[src/rtl/spi_adc_reader.sv]
// Receive-side SPI master: frames the external ADC every 2*FRAME_LEN clocks, shifts MISO in MSB-first
// and hands each word downstream on a valid/ready handshake with sticky overrun detection.
module spi_adc_reader #(
    parameter int FRAME_LEN = 18,
    parameter int DATA_W    = 16,
    parameter int LEAD_BITS = 1
) (
    input  logic              clk_in,
    input  logic              reset,
    input  logic              enable,
    input  logic              adc_miso,
    output logic              adc_sclk,
    output logic              adc_cs_n,
    output logic [DATA_W-1:0] sample,
    output logic              sample_valid,
    input  logic              sample_ready,
    output logic              overrun
);

    localparam int FRAME_PER = 2 * FRAME_LEN;
    localparam int K_W       = $clog2(FRAME_PER);
    localparam logic [K_W-1:0] K_LAST       = K_W'(FRAME_PER - 1);
    // The serial clock phase is packed against the end of the frame; the slack in front is the quiet period.
    localparam logic [K_W-1:0] K_FIRST_SCLK = K_W'(FRAME_PER - 2 * (LEAD_BITS + DATA_W) + 1);
    localparam logic [K_W-1:0] K_CS_LOW     = K_W'(FRAME_PER - 2 * (LEAD_BITS + DATA_W));

    typedef enum logic {
        IDLE,
        RUN
    } state_t;

    state_t             r_state;
    state_t             w_stateNext;
    logic [K_W-1:0]     r_k;
    logic [K_W-1:0]     w_kNext;
    logic               r_sclk;
    logic               r_csN;
    logic [DATA_W-1:0]  r_shift;
    logic [DATA_W-1:0]  r_sample;
    logic               r_valid;
    logic               r_overrun;
    logic               w_frameEnd;
    logic               w_sclkNext;
    logic               w_csNNext;
    logic               w_shiftEn;

    always_comb begin
        w_stateNext = r_state;
        w_kNext     = '0;
        w_frameEnd  = 1'b0;
        case (r_state)
            IDLE: begin
                if (enable) begin
                    w_stateNext = RUN;
                end
            end
            RUN: begin
                if (r_k == K_LAST) begin
                    w_frameEnd = 1'b1;
                    if (!enable) begin
                        w_stateNext = IDLE;
                    end
                end else begin
                    w_kNext = r_k + 1'b1;
                end
            end
            default: w_stateNext = IDLE;
        endcase
        // Pins are registered from the next k so they line up with the k held in the counter.
        w_csNNext  = !((w_stateNext == RUN) && (w_kNext >= K_CS_LOW));
        w_sclkNext = (w_stateNext == RUN) && w_kNext[0] && (w_kNext >= K_FIRST_SCLK);
        w_shiftEn  = w_sclkNext && !r_sclk;
    end

    // Leading bits shift through the register and fall off the top before the frame closes.
    always_ff @(posedge clk_in) begin
        if (!reset) begin
            r_state   <= IDLE;
            r_k       <= '0;
            r_sclk    <= 1'b0;
            r_csN     <= 1'b1;
            r_shift   <= '0;
            r_sample  <= '0;
            r_valid   <= 1'b0;
            r_overrun <= 1'b0;
        end else begin
            r_state <= w_stateNext;
            r_k     <= w_kNext;
            r_sclk  <= w_sclkNext;
            r_csN   <= w_csNNext;
            if (w_shiftEn) begin
                r_shift <= {r_shift[DATA_W-2:0], adc_miso};
            end
            if (w_frameEnd) begin
                if (!r_valid || sample_ready) begin
                    r_sample <= r_shift;
                    r_valid  <= 1'b1;
                end else begin
                    r_overrun <= 1'b1;
                end
            end else if (r_valid && sample_ready) begin
                r_valid <= 1'b0;
            end
        end
    end

    assign adc_sclk     = r_sclk;
    assign adc_cs_n     = r_csN;
    assign sample       = r_sample;
    assign sample_valid = r_valid;
    assign overrun      = r_overrun;

endmodule
[config.mk]
export PLATFORM = sky130hd
export DESIGN_NAME = spi_adc_reader
export DESIGN_NICKNAME = d
export VERILOG_FILES = /design/src/rtl/spi_adc_reader.sv
export SDC_FILE = /design/constraint.sdc
export NUM_CORES = 1
export LEC_CHECK = 0
export BUFFER_PORTS_ARGS = -buffer_cell sky130_fd_sc_hd__buf_4
export CAP_MARGIN = 20
export CORE_MARGIN = 10
export CORE_UTILIZATION = 49
export CTS_CLUSTER_SIZE = 12
export DETAILED_ROUTE_END_ITERATION = 10
export GPL_TIMING_DRIVEN = 0
export PLACE_DENSITY_LB_ADDON = 0.1
export SETUP_SLACK_MARGIN = 0.2
export SYNTH_ARGS = -nofsm -noshare
export SYNTH_HDL_FRONTEND = slang
export SYNTH_SLANG_ARGS = --single-unit
[constraint.sdc]
create_clock -name clk_in -period 2.02 [get_ports clk_in]
set_input_delay 0.101 -clock clk_in [delete_from_list [all_inputs] [get_ports clk_in]]
set_output_delay 0.101 -clock clk_in [all_outputs]
set_load 0.01 [all_outputs]
---- After elaboration in Yosys (flattened, before gate mapping) ----
Cells that the tools add are included.
operators by class
  $add $sub $neg .......................... 1
  order comparisons ....................... 2
  equality and inequality tests ........... 2
  multiplexer cells ....................... 10
  bitwise logic cells ..................... 2
  reductions and logical operators ........ 13
operator list
  operator               count
  $ge A6 B2 Y1 const B   2
  $mux W6                2
  $mux W1                7
  $add A6 B1 Y6 const B  1
  $eq A6 B6 Y1 const B   1
  $reduce_and A2 Y1      3
  $logic_and A1 B1 Y1    5
  $logic_not A1 Y1       3
  $ne A2 B1 Y1 const B   1
  $not A1 Y1             2
  $pmux W1 S2            1
  $reduce_bool A2 Y1     1
  $logic_or A1 B1 Y1     1
word-level totals
  register bits after elaboration ......... 43
  bits of input ports ..................... 5
  output and inout bits ................... 20
  word-level logic and storage cells ...... 38

---- Depth between registers and ports, before layout ----
  depth in word-level cells ............... 6
  mapped depth ............................ 8

---- Worst setup path after synthesis ----
Ideal clock, no wire load.
  path type ............................... register -> register
  start ................................... register r_k[0]
  end ..................................... register r_shift[10]
  library setup time ...................... 0.117 ns
  arrival time ............................ 2.075 ns
  required time ........................... 1.903 ns
  slack ................................... -0.171 ns
  stages on the path, launching flop included .. 9
  clock period less this slack ............ 2.191 ns
  path through ............................ dfxtp_1 -> ha_1 -> buf_6 -> mux2_4 -> or3_4 -> a221oi_4 -> nor4_2 -> buf_6 -> a22o_1
on the way
  cells in the longest elaborated chain, start to end .. 6
  elaborated cells on any way between the ends .. 10
RTL lines
  what                                                        RTL line  source
  start: declaration                                          34        logic [K_W-1:0] r_k;
  start signal: assignment                                    88        r_k <= w_kNext;
  $add A6 B1 Y6 / $eq A6 B6 Y1 (equally long branches)        64, 58
  $mux W6 / $mux W1 (equally long branches)                   58        if (r_k == K_LAST) begin
  $mux W6 / $pmux W1 S2 (equally long branches)               51        case (r_state)
  $ge A6 B2 Y1 / $logic_and A1 B1 Y1 (equally long branches)  71        w_sclkNext = (w_stateNext == RUN) && w_kNext[0] && (w_kNext >= K_FIRST_SCLK);
  $logic_and A1 B1 Y1 *                                       71
  $logic_and A1 B1 Y1 *                                       72        w_shiftEn = w_sclkNext && !r_sclk;
  end signal: assignment                                      92        r_shift <= {r_shift[DATA_W-2:0], adc_miso};
  end: declaration                                            38        logic [DATA_W-1:0] r_shift;
Mark *: on every way between the ends. The rest lies on a longest branch, timed or not.
A chain may end at the register's enable or synchronous reset.

---- Worst setup path in the final report ----
  start ................................... register r_k[0]
  end ..................................... register r_shift[14]
The elaborated chain is that of the path after synthesis.

==> impl_metrics.ini <==
[power]
p_switching_uw = 299
power.density_nw_per_um2 = 698
clock_power_share_pct = 35.4
p_leak_uw = 0.000955
p_sw_share_pct = 20.7
pwr-share-comb_pct = 5.4
p_int_uw = 1150
ir_worst_vdd_v = 0.000503
seqPwrFrac_pct = 59.2

[routing]
dr.pass1.iters = 4
via_count = 1186
vias_per_cell = 5.11
first_iter_violations = 56
wl_per_cell_um = 13.6
drc = 0
totalWireLength_mm = 3.15
antenna_left = 0

[flow_run]
drv_cap = 0

[clocking]
cts_root_buffer = clkbuf_4
numCtsBuffers = 5
cts-htree-levels = 2
clk_pin_slew_ns = 0.12
cts_sinks = 43
clock_latency_ns = 0.35
cts_tree = built
cts_buffer_depth = 2

[finish]
diodes = 0
layout.cells.most_common = dfxtp_1
final_area_um2 = 2070
area_growth_pct = 28.0
post-route-util_pct = 66.8
instances_no_fill = 232
fill_cells = 273
drive_gt1_share_pct = 30.9
mostFrequentLayoutCells = dfxtp_1 (41), buf_4 (32), nor2_1 (29)
nets = 194

[floorplan]
design.core.area_um2 = 3100
dieWidth_um = 77.5
die_y_um = 77.5
initial_utilization_pct = 52.2
die_area_um2 = 6000
rows = 20
io_pins = 25

[setup_path]
worst_setup_path_start_kind = register
reg2reg_setup_slack_ns = -0.15
cp_top_family = compound AO/OA/AOI/OAI gates
worstPathCellList = ha_4 -> buf_6 -> mux2_4 -> or3_4 -> a221oi_4 -> nor4_4 -> buf_4 -> a22o_1
path_class = reg2reg
r2r_cells = 8
worst-endpoint-required_ns = 2.27
critPathMaxFanout = 5
worst-path-buf-inv = 2
r2r_end = r_shift[14]
slowest_delay_ns = 0.38
endpoint_kind = register
critPathSlowestCell = dfxtp_4
regToRegStartpoint = r_k[0]
cp_data_arrival_time_ns = 2.42

[run_status]
violations = setup timing
status = finished, violations left

[hold_path]
min_path_cells = 3
min_from = enable
hp-class = in2reg
hold_path_end = r_state

[synth]
yosys.cell_types.count = 30
yosysSeqAreaShare_pct = 53.2
syn-num-nets = 152
synth_top_family_by_area = simple AND/OR/NAND/NOR gates
yosys_register_bits = 43
yosysWarnings = 0
netlist_area_um2 = 1620
syn_inst = 146
syn_area_per_cell_um2 = 11.1
yosys.area_share.simple_pct = 14.8
synth_compound_area_share_pct = 14.1
synth_xor_area_share_pct = 2.70
synthAdderAreaFrac_pct = 0.773
synth.area.mux_share_pct = 10.8

[sta]
hold_slack_ns = 0.0115
worst_slack_ns = -0.149
slew_violations = 0
period_share_pct = 107
fmax_ghz = 0.461
timing.final.crit_period_ns = 2.17
finalHoldViolations = 0
fin_worst_skew_ns = 0.0121
slew_headroom_pct = 67.6
rsz0062_at_grt = yes
tightest_slew_ns = 0.485
finalSetupViolations = 16

[placement]
dpl_cell_area_um2 = 1880
place_hpwl_mm = 2.13
pre_cts_ws_ns = -0.199
placed_cells = 214
placement.io_buffers = 24
place.gp.congestion = 0.742

[global_routing]
grt_max_degree = 13
grt_usage_pct = 10.6
grt_first_pass_wirelength_mm = 5.24
grt-ovfl-total = 0
grt_pass1_vias = 1138
antenna_found_initial = 0
-- power by group through the flow --
| stage | sequential, uW | clock, uW | combinational [uW] |
|---|---|---|---|
| floorplan | 876 | 0 | 39.0 |
| detailed placement | 877 | 0 | 56.1 |
| CTS | 856 | 524 | 68.0 |
| global placement | 877 | 0 | 54.8 |
| global route | 857 | 571 | 85.0 |
| finish | 856 | 512 | 77.9 |
-- routing by layer --
metal | share of wire (%) | global-route usage, % | routed length, um
met1 | 44 | 12.0 | 1390
met5 | 0 | 0 | 0
met3 | 5.0 | 3.92 | 156
met4 | 1.5 | 4.93 | 46
met2 | 49 | 17.5 | 1550
-- area by class of cell --
class | count | area [um^2] | area share (%)
plain buffers | 7 | 56.3 | 2.72
clock buffers | 6 | 41.3 | 1.99
clock inverters | 1 | 30.0 | 1.45
inverters | 1 | 3.75 | 0.181
multi-input cells | 95 | 724 | 35.0
flip-flops and latches | 43 | 866 | 41.8
well taps | 44 | 55.1 | 2.66
repair buffers | 35 | 295 | 14.3
-- cell usage after synthesis, drive strengths merged --
cell | count | area, um^2
nand2b | 1 | 6.26
mux2i | 16 | 160
nand2 | 8 | 30.0
o21a | 2 | 22.5
clkbuf | 1 | 3.75
clkinv | 1 | 3.75
mux2 | 1 | 15.0
o211ai | 1 | 7.51
nor4b | 1 | 23.8
buf | 6 | 52.5
nand3 | 3 | 15.0
or3 | 1 | 11.3
dfxtp | 43 | 861
ha | 1 | 12.5
nor3 | 1 | 5.00
nor2 | 29 | 109
xor2 | 3 | 26.3
a22o | 16 | 140
nand4 | 2 | 12.5
a21boi | 1 | 11.3
nor4 | 1 | 12.5
a21oi | 1 | 5.00
a221oi | 1 | 26.3
xnor2 | 2 | 17.5
nor3b | 1 | 7.51
and3 | 1 | 6.26
a2bb2oi | 1 | 15.0
-- per-stage QoR --
step / setup TNS [ns] / total power [uW]
detailed placement: -2.53 / 933
CTS: -2.21 / 1450
finish: -1.92 / 1450
global placement: -1.86 / 931
global route: -2.92 / 1510
floorplan: -0.624 / 915
-- what timing repair did --
action,CTS,global route
gates resized for setup,1,2
hold buffers,1,0
endpoints found under the setup margin,27,17
setup buffers,6,2
endpoints found under the hold margin,1,0
gates cloned,1,1
pin swaps,4,2
-- state kept, by name (all words and copies together) (netlist names) --
signal and cells:
adc_sclk 1, sample_valid 1, sample 16, r_state 1
overrun 1, r_k 6, r_shift 16, adc_cs_n 1
-- worst min-delay path, cell delays in order --
cell	delay [ns]
buf_4	0.08
nor2_1	0.03
nor2_1	0.10
-- worst max-delay path by stage --
stage                  end  slack (ns)    from  cells past startpoint
5_1_grt        r_shift[12]       -0.21  r_k[0]                      8
2_1_floorplan  r_shift[10]       -0.06  r_k[0]                      8
6_report       r_shift[14]       -0.15  r_k[0]                      8
4_1_cts        r_shift[13]       -0.16  r_k[0]                      8
3_5_place_dp    r_shift[9]       -0.20  r_k[0]                      8
3_3_place_gp   r_shift[10]       -0.16  r_k[0]                      8
-- kinds of logic after synthesis --
group	count (synthesis)
AO/OA/AOI/OAI	23
XOR/XNOR	5
adder cells (fa/ha/maj)	1
buffers and inverters	8
flip-flops	43
multiplexers	17
AND/OR/NAND/NOR	49
No activity file was read; power rests on OpenSTA's default activity.
